## src/rtl/arm_mc_pkg.sv

```systemverilog
// Shared types and encodings for the multicycle ARM controller.
// Holds the state enum, control field codes and the DP command decode.
package arm_mc_pkg;

  typedef enum logic [3:0] {
    S_FETCH,
    S_DECODE,
    S_MEMADR,
    S_MEMREAD,
    S_MEMWRITE,
    S_MEMWB,
    S_EXECR,
    S_EXECI,
    S_ALUWB,
    S_BRANCH,
    S_FAULT
  } state_t;

  localparam logic [2:0] ALU_ADD = 3'b000;
  localparam logic [2:0] ALU_SUB = 3'b001;
  localparam logic [2:0] ALU_AND = 3'b010;
  localparam logic [2:0] ALU_ORR = 3'b011;

  localparam logic [1:0] RES_ALUOUT = 2'b00;
  localparam logic [1:0] RES_DATA   = 2'b01;
  localparam logic [1:0] RES_ALURES = 2'b10;

  localparam logic [1:0] SRCB_RD2  = 2'b00;
  localparam logic [1:0] SRCB_IMM  = 2'b01;
  localparam logic [1:0] SRCB_FOUR = 2'b10;

  localparam logic [1:0] IMM_DP  = 2'b00;
  localparam logic [1:0] IMM_MEM = 2'b01;
  localparam logic [1:0] IMM_BR  = 2'b10;

  localparam logic [1:0] OP_DP  = 2'b00;
  localparam logic [1:0] OP_MEM = 2'b01;
  localparam logic [1:0] OP_BR  = 2'b10;

  localparam logic [3:0] CMD_ADD = 4'b0100;
  localparam logic [3:0] CMD_SUB = 4'b0010;
  localparam logic [3:0] CMD_AND = 4'b0000;
  localparam logic [3:0] CMD_ORR = 4'b1100;
  localparam logic [3:0] CMD_CMP = 4'b1010;
  localparam logic [3:0] CMD_MOV = 4'b1101;

  localparam logic [3:0] COND_EQ = 4'h0;
  localparam logic [3:0] COND_NE = 4'h1;
  localparam logic [3:0] COND_CS = 4'h2;
  localparam logic [3:0] COND_CC = 4'h3;
  localparam logic [3:0] COND_MI = 4'h4;
  localparam logic [3:0] COND_PL = 4'h5;
  localparam logic [3:0] COND_VS = 4'h6;
  localparam logic [3:0] COND_VC = 4'h7;
  localparam logic [3:0] COND_HI = 4'h8;
  localparam logic [3:0] COND_LS = 4'h9;
  localparam logic [3:0] COND_GE = 4'hA;
  localparam logic [3:0] COND_LT = 4'hB;
  localparam logic [3:0] COND_GT = 4'hC;
  localparam logic [3:0] COND_LE = 4'hD;
  localparam logic [3:0] COND_AL = 4'hE;

  typedef struct packed {
    logic       legal;
    logic [2:0] alu;
    logic       nzcv;
    logic       cmp;
    logic       mov;
  } dp_dec_t;

  function automatic dp_dec_t dp_decode(input logic [3:0] cmd);
    dp_dec_t d;
    d = '{legal: 1'b1, alu: ALU_ADD,
          nzcv: 1'b0, cmp: 1'b0, mov: 1'b0};
    unique case (1'b1)
      (cmd == CMD_ADD): d.nzcv = 1'b1;
      (cmd == CMD_SUB): begin
        d.alu  = ALU_SUB;
        d.nzcv = 1'b1;
      end
      (cmd == CMD_AND): d.alu = ALU_AND;
      (cmd == CMD_ORR): d.alu = ALU_ORR;
      (cmd == CMD_CMP): begin
        d.alu  = ALU_SUB;
        d.nzcv = 1'b1;
        d.cmp  = 1'b1;
      end
      (cmd == CMD_MOV): d.mov = 1'b1;
      default: d.legal = 1'b0;
    endcase
    return d;
  endfunction

endpackage

```

## src/rtl/arm_mc_controller_if.sv

```systemverilog
// Controller <-> datapath bundle: instruction, flags, memory handshake
// and all control strobes. master = controller, slave = datapath.
interface arm_mc_controller_if #(
  parameter int ALUCTRL_W = 3
) ();
  logic [31:0]          Instr;
  logic [3:0]           ALUFlags;
  logic                 mem_ready;
  logic                 mem_req;
  logic                 PCWrite;
  logic                 AdrSrc;
  logic                 MemWrite;
  logic                 IRWrite;
  logic                 RegWrite;
  logic [1:0]           ResultSrc;
  logic                 ALUSrcA;
  logic [1:0]           ALUSrcB;
  logic [1:0]           ImmSrc;
  logic [1:0]           RegSrc;
  logic [ALUCTRL_W-1:0] ALUControl;
  logic                 mov;
  logic                 fault;

  modport master (
    input  Instr, ALUFlags, mem_ready,
    output mem_req, PCWrite, AdrSrc, MemWrite,
    output IRWrite, RegWrite, ResultSrc,
    output ALUSrcA, ALUSrcB, ImmSrc, RegSrc,
    output ALUControl, mov, fault
  );

  modport slave (
    output Instr, ALUFlags, mem_ready,
    input  mem_req, PCWrite, AdrSrc, MemWrite,
    input  IRWrite, RegWrite, ResultSrc,
    input  ALUSrcA, ALUSrcB, ImmSrc, RegSrc,
    input  ALUControl, mov, fault
  );
endinterface

```

## src/rtl/arm_cond_unit.sv

```systemverilog
// NZCV flag register and condition-code evaluation.
// Flags load only when the owning instruction itself passes its condition.
module arm_cond_unit
  import arm_mc_pkg::*;
(
  input  logic       clk,
  input  logic       reset,
  input  logic [3:0] cond,
  input  logic [3:0] alu_flags,
  input  logic       flag_we,
  input  logic       nzcv_we,
  output logic       cond_ex
);

  logic [3:0] flags_q, flags_d;
  logic n, z, c, v;

  assign {n, z, c, v} = flags_q;

  // evaluate the condition field against the stored flags
  always_comb begin
    cond_ex = 1'b0;
    unique case (cond)
      COND_EQ: cond_ex = z;
      COND_NE: cond_ex = ~z;
      COND_CS: cond_ex = c;
      COND_CC: cond_ex = ~c;
      COND_MI: cond_ex = n;
      COND_PL: cond_ex = ~n;
      COND_VS: cond_ex = v;
      COND_VC: cond_ex = ~v;
      COND_HI: cond_ex = c & ~z;
      COND_LS: cond_ex = ~c | z;
      COND_GE: cond_ex = (n == v);
      COND_LT: cond_ex = (n != v);
      COND_GT: cond_ex = ~z & (n == v);
      COND_LE: cond_ex = z | (n != v);
      COND_AL: cond_ex = 1'b1;
      default: cond_ex = 1'b0;
    endcase
  end

  // logic ops only touch N and Z; arithmetic ops load all four
  always_comb begin
    flags_d = flags_q;
    if (flag_we && cond_ex) begin
      flags_d[3:2] = alu_flags[3:2];
      if (nzcv_we) flags_d[1:0] = alu_flags[1:0];
    end
  end

  // flag register
  always_ff @(posedge clk) begin
    if (reset) flags_q <= 4'b0000;
    else       flags_q <= flags_d;
  end

endmodule

```

## src/rtl/arm_mc_controller.sv

```systemverilog
// Multicycle ARM control FSM with memory-ready stalls and fault state.
// Define ARM_PERF_EN to add the retired / stall_cycles counters.
module arm_mc_controller
  import arm_mc_pkg::*;
#(
  parameter int ALUCTRL_W = 3,
  parameter int TIMEOUT   = 0,
  parameter int CNT_W     = 32
) (
  input  logic                 clk,
  input  logic                 reset,
  arm_mc_controller_if.master  bus
`ifdef ARM_PERF_EN
  ,
  output logic [CNT_W-1:0]     retired,
  output logic [CNT_W-1:0]     stall_cycles
`endif
);

  state_t  state_q, state_d, state_nxt;
  dp_dec_t dp;

  logic [1:0] op;
  logic [3:0] cmd;
  logic       s_bit, l_bit, u_bit, i_bit, rd15;
  logic       cond_ex, in_exec, in_mem;
  logic       mem_wait, timeout_hit;

  logic       mreq, pcw, adr, memw, irw, regw;
  logic       srca, mov_o;
  logic [1:0] res, srcb;
  logic [2:0] alu;

  logic unused_instr;

  assign op    = bus.Instr[27:26];
  assign i_bit = bus.Instr[25];
  assign cmd   = bus.Instr[24:21];
  assign u_bit = bus.Instr[23];
  assign s_bit = bus.Instr[20];
  assign l_bit = bus.Instr[20];
  assign rd15  = &bus.Instr[15:12];
  assign dp    = dp_decode(cmd);

  assign unused_instr =
    ^{bus.Instr[19:16], bus.Instr[11:0]};

  assign in_exec = (state_q == S_EXECR) |
                   (state_q == S_EXECI);
  assign in_mem  = (state_q == S_FETCH)   |
                   (state_q == S_MEMREAD) |
                   (state_q == S_MEMWRITE);
  assign mem_wait = in_mem & ~bus.mem_ready;

  arm_cond_unit u_cond (
    .clk       (clk),
    .reset     (reset),
    .cond      (bus.Instr[31:28]),
    .alu_flags (bus.ALUFlags),
    .flag_we   (in_exec & s_bit & dp.legal),
    .nzcv_we   (dp.nzcv),
    .cond_ex   (cond_ex)
  );

  // next-state: instruction sequencing, overridden by a memory timeout
  always_comb begin
    state_nxt = state_q;
    unique case (state_q)
      S_FETCH:
        if (bus.mem_ready) state_nxt = S_DECODE;
      S_DECODE:
        unique case (op)
          OP_DP:   state_nxt = i_bit ? S_EXECI : S_EXECR;
          OP_MEM:  state_nxt = S_MEMADR;
          OP_BR:   state_nxt = S_BRANCH;
          default: state_nxt = S_FAULT;
        endcase
      S_MEMADR:
        state_nxt = l_bit ? S_MEMREAD : S_MEMWRITE;
      S_MEMREAD:
        if (bus.mem_ready) state_nxt = S_MEMWB;
      S_MEMWRITE:
        if (bus.mem_ready) state_nxt = S_FETCH;
      S_EXECR, S_EXECI:
        state_nxt = dp.legal ? S_ALUWB : S_FAULT;
      S_MEMWB, S_ALUWB, S_BRANCH:
        state_nxt = S_FETCH;
      S_FAULT:
        state_nxt = S_FAULT;
      default:
        state_nxt = S_FAULT;
    endcase
    state_d = timeout_hit ? S_FAULT : state_nxt;
  end

  // state register
  always_ff @(posedge clk) begin
    if (reset) state_q <= S_FETCH;
    else       state_q <= state_d;
  end

  // Moore control word per state
  always_comb begin
    mreq  = 1'b0;
    pcw   = 1'b0;
    adr   = 1'b0;
    memw  = 1'b0;
    irw   = 1'b0;
    regw  = 1'b0;
    res   = RES_ALUOUT;
    srca  = 1'b0;
    srcb  = SRCB_RD2;
    alu   = ALU_ADD;
    mov_o = 1'b0;
    unique case (state_q)
      S_FETCH: begin
        mreq = 1'b1;
        srca = 1'b1;
        srcb = SRCB_FOUR;
        res  = RES_ALURES;
        irw  = bus.mem_ready;
        pcw  = bus.mem_ready;
      end
      S_DECODE: begin
        srca = 1'b1;
        srcb = SRCB_FOUR;
        res  = RES_ALURES;
      end
      S_MEMADR: begin
        srcb = SRCB_IMM;
        alu  = u_bit ? ALU_ADD : ALU_SUB;
      end
      S_MEMREAD: begin
        mreq = 1'b1;
        adr  = 1'b1;
      end
      S_MEMWRITE: begin
        mreq = 1'b1;
        adr  = 1'b1;
        memw = cond_ex;
      end
      S_MEMWB: begin
        res  = RES_DATA;
        regw = cond_ex;
        pcw  = cond_ex & rd15;
      end
      S_EXECR, S_EXECI: begin
        srcb  = (state_q == S_EXECI) ?
                SRCB_IMM : SRCB_RD2;
        alu   = dp.alu;
        mov_o = dp.mov;
      end
      S_ALUWB: begin
        regw = cond_ex & ~dp.cmp;
        pcw  = cond_ex & ~dp.cmp & rd15;
      end
      S_BRANCH: begin
        srcb = SRCB_IMM;
        res  = RES_ALURES;
        pcw  = cond_ex;
      end
      default: ;
    endcase
  end

  // strobes are suppressed while reset is asserted
  assign bus.mem_req    = mreq & ~reset;
  assign bus.PCWrite    = pcw  & ~reset;
  assign bus.MemWrite   = memw & ~reset;
  assign bus.IRWrite    = irw  & ~reset;
  assign bus.RegWrite   = regw & ~reset;
  assign bus.AdrSrc     = adr;
  assign bus.ResultSrc  = res;
  assign bus.ALUSrcA    = srca;
  assign bus.ALUSrcB    = srcb;
  assign bus.ALUControl = ALUCTRL_W'(alu);
  assign bus.mov        = mov_o;
  assign bus.fault      = (state_q == S_FAULT) & ~reset;

  assign bus.ImmSrc = (op == OP_MEM) ? IMM_MEM :
                      (op == OP_BR)  ? IMM_BR  : IMM_DP;
  assign bus.RegSrc = {(op == OP_MEM) & ~l_bit,
                       (op == OP_BR)};

  generate
    if (TIMEOUT > 0) begin : g_tmo
      localparam int TW = $clog2(TIMEOUT + 1);
      logic [TW-1:0] tmo_q, tmo_d;

      assign timeout_hit =
        mem_wait & (tmo_q == TW'(TIMEOUT - 1));

      // wait counter restarts on ready or any state change
      always_comb begin
        tmo_d = tmo_q;
        if (bus.mem_ready || state_d != state_q)
          tmo_d = '0;
        else if (mem_wait)
          tmo_d = tmo_q + TW'(1);
      end

      // wait counter register
      always_ff @(posedge clk) begin
        if (reset) tmo_q <= '0;
        else       tmo_q <= tmo_d;
      end
    end else begin : g_no_tmo
      assign timeout_hit = 1'b0;
    end
  endgenerate

`ifdef ARM_PERF_EN
  logic [CNT_W-1:0] ret_q, ret_d;
  logic [CNT_W-1:0] stall_q, stall_d;

  // count completed instructions and memory wait cycles
  always_comb begin
    ret_d   = ret_q;
    stall_d = stall_q;
    if (state_d == S_FETCH && state_q != S_FETCH)
      ret_d = ret_q + CNT_W'(1);
    if (mem_wait)
      stall_d = stall_q + CNT_W'(1);
  end

  // performance counter registers
  always_ff @(posedge clk) begin
    if (reset) begin
      ret_q   <= '0;
      stall_q <= '0;
    end else begin
      ret_q   <= ret_d;
      stall_q <= stall_d;
    end
  end

  assign retired      = ret_q;
  assign stall_cycles = stall_q;
`else
  logic [CNT_W-1:0] unused_cnt_w;
  assign unused_cnt_w = '0;
`endif

endmodule
```

## src/flat_wrapper.sv

```systemverilog
// flat-port wrapper written by rule: the top's interface ports become plain ports
module arm_mc_controller_flat import arm_mc_pkg::*;
#(
  parameter int ALUCTRL_W = 3,
  parameter int TIMEOUT   = 0,
  parameter int CNT_W     = 32
)
  (clk, reset, bus_Instr, bus_ALUFlags, bus_mem_ready, bus_mem_req, bus_PCWrite, bus_AdrSrc, bus_MemWrite, bus_IRWrite, bus_RegWrite, bus_ResultSrc, bus_ALUSrcA, bus_ALUSrcB, bus_ImmSrc, bus_RegSrc, bus_ALUControl, bus_mov, bus_fault);
  arm_mc_controller_if #(.ALUCTRL_W(ALUCTRL_W)) bus_i ();
  input  logic clk;
  input  logic reset;
  input wire logic [$bits(bus_i.Instr)-1:0] bus_Instr;
  input wire logic [$bits(bus_i.ALUFlags)-1:0] bus_ALUFlags;
  input wire logic [$bits(bus_i.mem_ready)-1:0] bus_mem_ready;
  output wire logic [$bits(bus_i.mem_req)-1:0] bus_mem_req;
  output wire logic [$bits(bus_i.PCWrite)-1:0] bus_PCWrite;
  output wire logic [$bits(bus_i.AdrSrc)-1:0] bus_AdrSrc;
  output wire logic [$bits(bus_i.MemWrite)-1:0] bus_MemWrite;
  output wire logic [$bits(bus_i.IRWrite)-1:0] bus_IRWrite;
  output wire logic [$bits(bus_i.RegWrite)-1:0] bus_RegWrite;
  output wire logic [$bits(bus_i.ResultSrc)-1:0] bus_ResultSrc;
  output wire logic [$bits(bus_i.ALUSrcA)-1:0] bus_ALUSrcA;
  output wire logic [$bits(bus_i.ALUSrcB)-1:0] bus_ALUSrcB;
  output wire logic [$bits(bus_i.ImmSrc)-1:0] bus_ImmSrc;
  output wire logic [$bits(bus_i.RegSrc)-1:0] bus_RegSrc;
  output wire logic [$bits(bus_i.ALUControl)-1:0] bus_ALUControl;
  output wire logic [$bits(bus_i.mov)-1:0] bus_mov;
  output wire logic [$bits(bus_i.fault)-1:0] bus_fault;
  assign bus_i.Instr = bus_Instr;
  assign bus_i.ALUFlags = bus_ALUFlags;
  assign bus_i.mem_ready = bus_mem_ready;
  assign bus_mem_req = bus_i.mem_req;
  assign bus_PCWrite = bus_i.PCWrite;
  assign bus_AdrSrc = bus_i.AdrSrc;
  assign bus_MemWrite = bus_i.MemWrite;
  assign bus_IRWrite = bus_i.IRWrite;
  assign bus_RegWrite = bus_i.RegWrite;
  assign bus_ResultSrc = bus_i.ResultSrc;
  assign bus_ALUSrcA = bus_i.ALUSrcA;
  assign bus_ALUSrcB = bus_i.ALUSrcB;
  assign bus_ImmSrc = bus_i.ImmSrc;
  assign bus_RegSrc = bus_i.RegSrc;
  assign bus_ALUControl = bus_i.ALUControl;
  assign bus_mov = bus_i.mov;
  assign bus_fault = bus_i.fault;
  arm_mc_controller #(.ALUCTRL_W(ALUCTRL_W), .TIMEOUT(TIMEOUT), .CNT_W(CNT_W)) u_core (.clk(clk), .reset(reset), .bus(bus_i));
endmodule
```

## config.mk

```make
export PLATFORM = sky130hd
export DESIGN_NAME = arm_mc_controller_flat
export DESIGN_NICKNAME = d
export VERILOG_FILES = /design/src/rtl/arm_mc_pkg.sv /design/src/rtl/arm_mc_controller_if.sv /design/src/rtl/arm_cond_unit.sv /design/src/rtl/arm_mc_controller.sv /design/src/flat_wrapper.sv
export SDC_FILE = /design/constraint.sdc
export NUM_CORES = 1
export LEC_CHECK = 0
export CAP_MARGIN = 15
export CORE_ASPECT_RATIO = 1.2
export CORE_MARGIN = 3
export CORE_UTILIZATION = 36
export CTS_CLUSTER_SIZE = 25
export DETAILED_ROUTE_END_ITERATION = 6
export GPL_TIMING_DRIVEN = 0
export PLACE_DENSITY = 0.81
export SLEW_MARGIN = 15
export SYNTH_ARGS = -nofsm -noshare
export SYNTH_HDL_FRONTEND = slang
export SYNTH_SLANG_ARGS = --single-unit
```

## constraint.sdc

```tcl
create_clock -name clk -period 2.2 [get_ports clk]
set_input_delay 0.33 -clock clk [delete_from_list [all_inputs] [get_ports clk]]
set_output_delay 0.33 -clock clk [all_outputs]
set_load 0.02 [all_outputs]
```

Word-level counts from Yosys, hierarchy flattened
Index checks and enable logic that the tools add are counted.
{"block": "classes", "n_mux": 29, "eq_ne": 36, "n_bitwise": 24, "n_reduce_logical": 18}
{"cell": "equality test 4 bit (second input constant)", "count": 13}
{"cell": "equality test 4 x 3 -> 1 bit (second input constant)", "count": 9}
{"cell": "one-hot mux 4 bit (7 select lines)", "count": 1}
{"cell": "equality test 4 x 2 -> 1 bit (second input constant)", "count": 5}
{"cell": "one-hot mux 1 bit (15 select lines)", "count": 1}
{"cell": "bitwise AND 1 bit", "count": 14}
{"cell": "2-to-1 mux 1 bit", "count": 13}
{"cell": "zero test 4 bit", "count": 3}
{"cell": "2-to-1 mux 4 bit", "count": 3}
{"cell": "one-hot mux 2 bit (3 select lines)", "count": 2}
{"cell": "one-hot mux 4 bit (3 select lines)", "count": 1}
{"cell": "OR reduction 3 bit", "count": 4}
{"cell": "OR reduction 2 bit", "count": 5}
{"cell": "equality test 4 x 1 -> 1 bit (second input constant)", "count": 2}
{"cell": "inverter 1 bit", "count": 7}
{"cell": "2-to-1 mux 2 bit", "count": 3}
{"cell": "inequality test 2 bit (second input constant)", "count": 3}
{"cell": "one-hot mux 3 bit (2 select lines)", "count": 1}
{"cell": "OR reduction 6 bit", "count": 1}
{"cell": "one-hot mux 1 bit (4 select lines)", "count": 1}
{"cell": "one-hot mux 2 bit (2 select lines)", "count": 1}
{"cell": "AND reduction 4 bit", "count": 1}
{"cell": "2-to-1 mux 3 bit", "count": 1}
{"cell": "bitwise OR 1 bit", "count": 3}
{"cell": "9 further kinds", "count": 9}
{"block": "word_totals", "output_inout_bits": 20, "inputBits": 39, "elab_cells": 110, "ff_bits": 8}

Longest topological paths before layout
{"block": "logic_depth", "word_depth": 7, "depth_mapped": 7, "ltp_nobuf": 6}

Hierarchy
Synthesis repeated with hierarchy kept, for this count alone.
{"block": "unflattened", "hier_cells": 148, "hier_area_um2": 1097.3}
{"mod": "arm_mc_controller", "n_inst": 1, "area_each_um2": 628.1, "cells_each": 95, "seq_area_each_um2": 80.1}
{"mod": "arm_cond_unit", "n_inst": 1, "area_each_um2": 469.2, "cells_each": 53, "seq_area_each_um2": 80.1}

Least setup slack after synthesis
OpenSTA, ideal clock, no wires.
{"block": "synth_path", "path_type": "in2out", "start": "input bus_Instr[28]", "end": "output bus_MemWrite", "n_path_buf": 1, "arrival_time_ns": 1.885, "required_ns": 1.870, "path_slack_ns": -0.015, "stages": 7, "cell_sequence": "clkbuf_2 nor4b_1 a31o_1 a311oi_1 o22a_2 or2_4 nor4b_2"}
{"block": "synth_between", "elab_chain_cells": 4, "elab_cells_between_ends": 18}
{"item": "from (decl)", "line": "flat_wrapper.sv:12", "rtl": "input wire logic [$bits(bus_i.Instr)-1:0] bus_Instr;"}
{"item": "equality test 4 bit (tied with other cells)", "line": "arm_cond_unit.sv:23", "rtl": "unique case (cond)"}
{"item": "one-hot mux 1 bit (15 select lines) *", "line": "arm_cond_unit.sv:23"}
{"item": "2-to-1 mux 1 bit *", "line": "arm_mc_controller.sv:115", "rtl": "unique case (state_q)"}
{"item": "bitwise AND 1 bit *", "line": "arm_mc_controller.sv:169", "rtl": "assign bus.MemWrite = memw & ~reset;"}
{"item": "to (decl)", "line": "flat_wrapper.sv:18", "rtl": "output wire logic [$bits(bus_i.MemWrite)-1:0] bus_MemWrite;"}
Every way passes the cells marked *; elsewhere a longest branch is shown, timed or not.

Worst setup path after layout
{"block": "layout_path", "start": "register u_core.u_cond.flags_q[2]", "end": "output bus_PCWrite"}
{"block": "layout_between", "elab_chain_cells": 7, "elab_cells_between_ends": 11}
{"item": "from (decl)", "line": "arm_cond_unit.sv:15", "rtl": "logic [3:0] flags_q, flags_d;"}
{"item": "from (signal assigned)", "line": "arm_cond_unit.sv:55", "rtl": "else flags_q <= flags_d;"}
{"item": "inverter 1 bit", "line": "arm_cond_unit.sv:25, arm_cond_unit.sv:32, arm_cond_unit.sv:36"}
{"item": "bitwise AND 1 bit, on equally long branches", "line": "arm_cond_unit.sv:36, arm_cond_unit.sv:32"}
{"item": "one-hot mux 1 bit (15 select lines) *", "line": "arm_cond_unit.sv:23"}
{"item": "bitwise AND 1 bit (2 in a row)", "line": "arm_mc_controller.sv:155", "rtl": "pcw = cond_ex & ~dp.cmp & rd15;"}
{"item": "one-hot mux 1 bit (4 select lines) *", "line": "arm_mc_controller.sv:115"}
{"item": "bitwise AND 1 bit *", "line": "arm_mc_controller.sv:168", "rtl": "assign bus.PCWrite = pcw & ~reset;"}
{"item": "to (decl)", "line": "flat_wrapper.sv:16", "rtl": "output wire logic [$bits(bus_i.PCWrite)-1:0] bus_PCWrite;"}
Marked as above.

==> metrics.md <==
| Metric | Value |
|---|---|
| Clk buf depth | `2` |
| Power Density | `446 nW/um^2` |
| DR vias/cell | `5.75` |
| CTS root buf | `clkbuf_4` |
| Post-synthesis sequential area ratio | `0.173` |
| GRT busiest layer | `met2` |
| Switch Pwr | `approximately 0.00029 W` |
| Commonest non-fill, non-tap cell in the layout | `clkdlybuf4s50_1` |
| All-Layer GR Usage | `0.195` |
| Vias in the first global route | `1,094` |
| Routed length per instance | `14.8 microns` |
| Tmin final | `2440 ps` |
| Worst skew pair latency | `280 ps` |
| Flops & latches, synth | `8` |
| Clk sinks | `8` |
| I/O pin count | `59` |
| Result of the run | `finished with violations` |
| Sw Ratio | `0.424` |
| IR drop worst, VDD | `0.000268 V` |
| Total Nets Final | `between 200 and 250` |
| Antenna viol nets, final | `0` |
| Data required time of the worst path | `between 1500 and 2000 ps` |
| Clk_skew | `2.89 ps` |
| Leak Pwr | `approximately 0.66 nW` |
| CP Class | `flop to primary output` |
| Commonest cells after routing, fill and taps aside | `clkdlybuf4s50_1 (22), nor2_1 (12), buf_4 (9)` |
| Worst path slowest cell | `or3b_4` |
| Row cnt | `19` |
| Top FF cell, synth | `dfxtp_1` |
| Initial antenna violation count | `0` |
| Crit. End Element | `primary output` |
| Synthesized area per cell | `6.96 sq um` |
| Slew Viols, Final | `0` |
| P_int | `just under 0.0004 W` |
| CTS tree | `done` |
| CTS clk-pin slew, worst paths | `~50 ps` |
| Die area | `3220 sq um` |
| Synth Instances | `133` |
| RSZ-0062 raised after global routing | `yes` |
| Final period utilization | `1.11` |
| DR iter-0 viols | `between 40 and 50` |
| First-pass DRT Iterations | `4` |
| Crit path cell chain | `or3b_4 -> o311ai_4 -> mux2i_1 -> o22a_2 -> or2_4 -> buf_6 -> a21oi_2 -> buf_6` |
| Grt met3 use | `0.00726` |
| DRC viols | `0` |
| Final Hold Fails | `0` |
| Critical path buffer and inverter count | `2` |
| First-pass GRT wire length | `about 4700 microns` |
| Place WS | `-994 ps` |
| Data arrival, critical path | `2110 ps` |
| Largest net degree at the start of global routing | `11` |
| Chip width | `about 52 microns` |
| Fraction of registers with async set/reset | `0` |
| I/O Buffers | `40` |
| Failing checks | `negative setup slack` |
| GP Congestion | `0.917` |
| Logic pwr share | `0.574` |
| CP delay by family, top | `simple AND/OR/NAND/NOR gates` |
| Seq pwr share | `0.240` |
| Achievable Freq | `0.410 GHz` |
| Area grow syn2layout | `64.2%` |
| Core area | `around 2400 sq um` |
| CP most frequent cell | `buf_6` |
| Number of fill cells | `201` |
| Die Y | `61.6 microns` |
| Met2 usage | `0.346` |
| Syn_nets | `approximately 170` |
| CP Max Fanout | `4` |
| Initial Util | `0.389` |
| CP Launch Type | `flop` |
| Met1 Track Usage GR | `0.240` |
| CP peak stage delay | `380 ps` |
| Overflow after GRT | `0` |
| YS warnings | `0` |
| # Max-Cap Violations | `0` |
| Final count of negative-setup-slack endpoints | `3` |
| Synthesized cell area | `926 sq um` |
| Hold WS | `534 ps` |
| PnR worst setup slack | `-241 ps` |
| Post-Route WL | `3130 microns` |
| CTS Buf Count | `3` |
| Cell variety after synth | `just over 50` |
| Clock share of power | `0.186` |
| Number of flops mapped to enable cells by yosys | `0` |
| Layout cells sized above 1 | `0.232` |
| Clock H-tree levels | `1` |
| Ant. Diodes | `0` |
| Hold/Removal Path Class | `flop to flop` |
| Routed via count | `1,218` |
| DP HPWL | `approximately 2300 microns` |
==> power by group through the flow <==
| stage | Combinational [W] | Sequential (W) | Clock (W) |
|---|---|---|---|
| 3_5_place_dp | 0.000375 | 0.000163 | 0 |
| 4_1_cts | 0.000370 | 0.000165 | 0.000122 |
| 6_report | 0.000389 | 0.000163 | 0.000126 |
| 2_1_floorplan | 0.000224 | 0.000161 | 0 |
| 5_1_grt | 0.000418 | 0.000165 | 0.000136 |
| 3_3_place_gp | 0.000371 | 0.000163 | 0 |
==> path summary, 6_finish.rpt <==
path,depth (start not counted),to,slack (ps),start
setup / recovery,8,bus_PCWrite,-240,u_core.u_cond.flags_q[2]$_SDFFE_PP0P_
hold / removal,2,u_core.u_cond.flags_q[3]$_SDFFE_PP0P_,530,u_core.u_cond.flags_q[3]$_SDFFE_PP0P_
setup reg to reg,8,u_core.u_cond.flags_q[1]$_SDFFE_PP0P_,180,u_core.u_cond.flags_q[2]$_SDFFE_PP0P_
hold reg to reg,2,u_core.u_cond.flags_q[3]$_SDFFE_PP0P_,530,u_core.u_cond.flags_q[3]$_SDFFE_PP0P_
==> through the flow <==
step	power (W)	utilization	instances	cell area, sq um	TNS (ps)
after detailed placement	0.000538	0.578	204	1370	-4260
final	0.000678	0.639	212	1520	-674
after CTS	0.000657	0.599	207	1420	-762
after global routing	0.000718	0.639	212	1520	-981
after floorplan	0.000385	-	133	935	0
after global placement	0.000534	0.578	204	1370	-3550
==> worst min-delay path, stage by stage, from the launching register on <==
cell and delay [ps]:
dfxtp_4 370, nand2b_1 70, mux2i_1 50
==> routing by layer <==
metal / vias up / part of all wire
met3: 5 / 0.049
met5: - / 0
met2: 39 / 0.52
met1: 579 / 0.41
li1: 595 / -
met4: 0 / 0.022
==> registers in the layout, indices dropped and copies added, names as in the netlist <==
signal and count:
u_core.state_q 4, u_core.u_cond.flags_q 4
==> cells by family after synthesis <==
logic type | count (synthesis) | share of synthesized area
AOI/OAI and AO/OA | 40 | 0.292
xor gates and xnor gates | 4 | 0.0378
buffers and inverters | 19 | 0.0878
DFF | 8 | 0.173
muxes | 5 | 0.0541
other | 1 | 0.00405
and+or+nand+nor | 56 | 0.351
==> cells in the mapped netlist (all sizes together), types with 3 or more instances <==
library cell | instances | area, sq um
o21ai | 12 | 60.1
xor2 | 3 | 26.3
mux2i | 5 | 50.1
nor2b | 3 | 18.8
nor2 | 12 | 45.0
nand2b | 4 | 25.0
a21oi | 8 | 40.0
dfxtp | 8 | 160
or3b | 3 | 26.3
nor3b | 4 | 30.0
nor3 | 6 | 30.0
nor4 | 4 | 31.3
clkbuf | 6 | 23.8
nand2 | 6 | 22.5
nand3 | 5 | 25.0
buf | 5 | 27.5
inv | 7 | 26.3
==> layout make-up <==
type | instances | area [sq um] | area share
tap | 31 | 38.8 | 0.0255
inverter | 8 | 30.0 | 0.0198
buffer | 10 | 61.3 | 0.0403
timing repair buffer | 46 | 435 | 0.286
clock buffer | 3 | 22.5 | 0.0148
multi-input combinational | 106 | 758 | 0.499
sequential | 8 | 174 | 0.114
==> repair_timing <==
item | 4_1_cts | 5_1_grt
buffers inserted | 1 | 5
endpoints found under the hold margin | 0 | 0
pin swaps | 2 | 6
gates resized for setup | 40 | 33
hold buffers | 0 | 0
setup endpoints to repair | 15 | 13
Note: power is estimated with default switching activity, not from simulation.
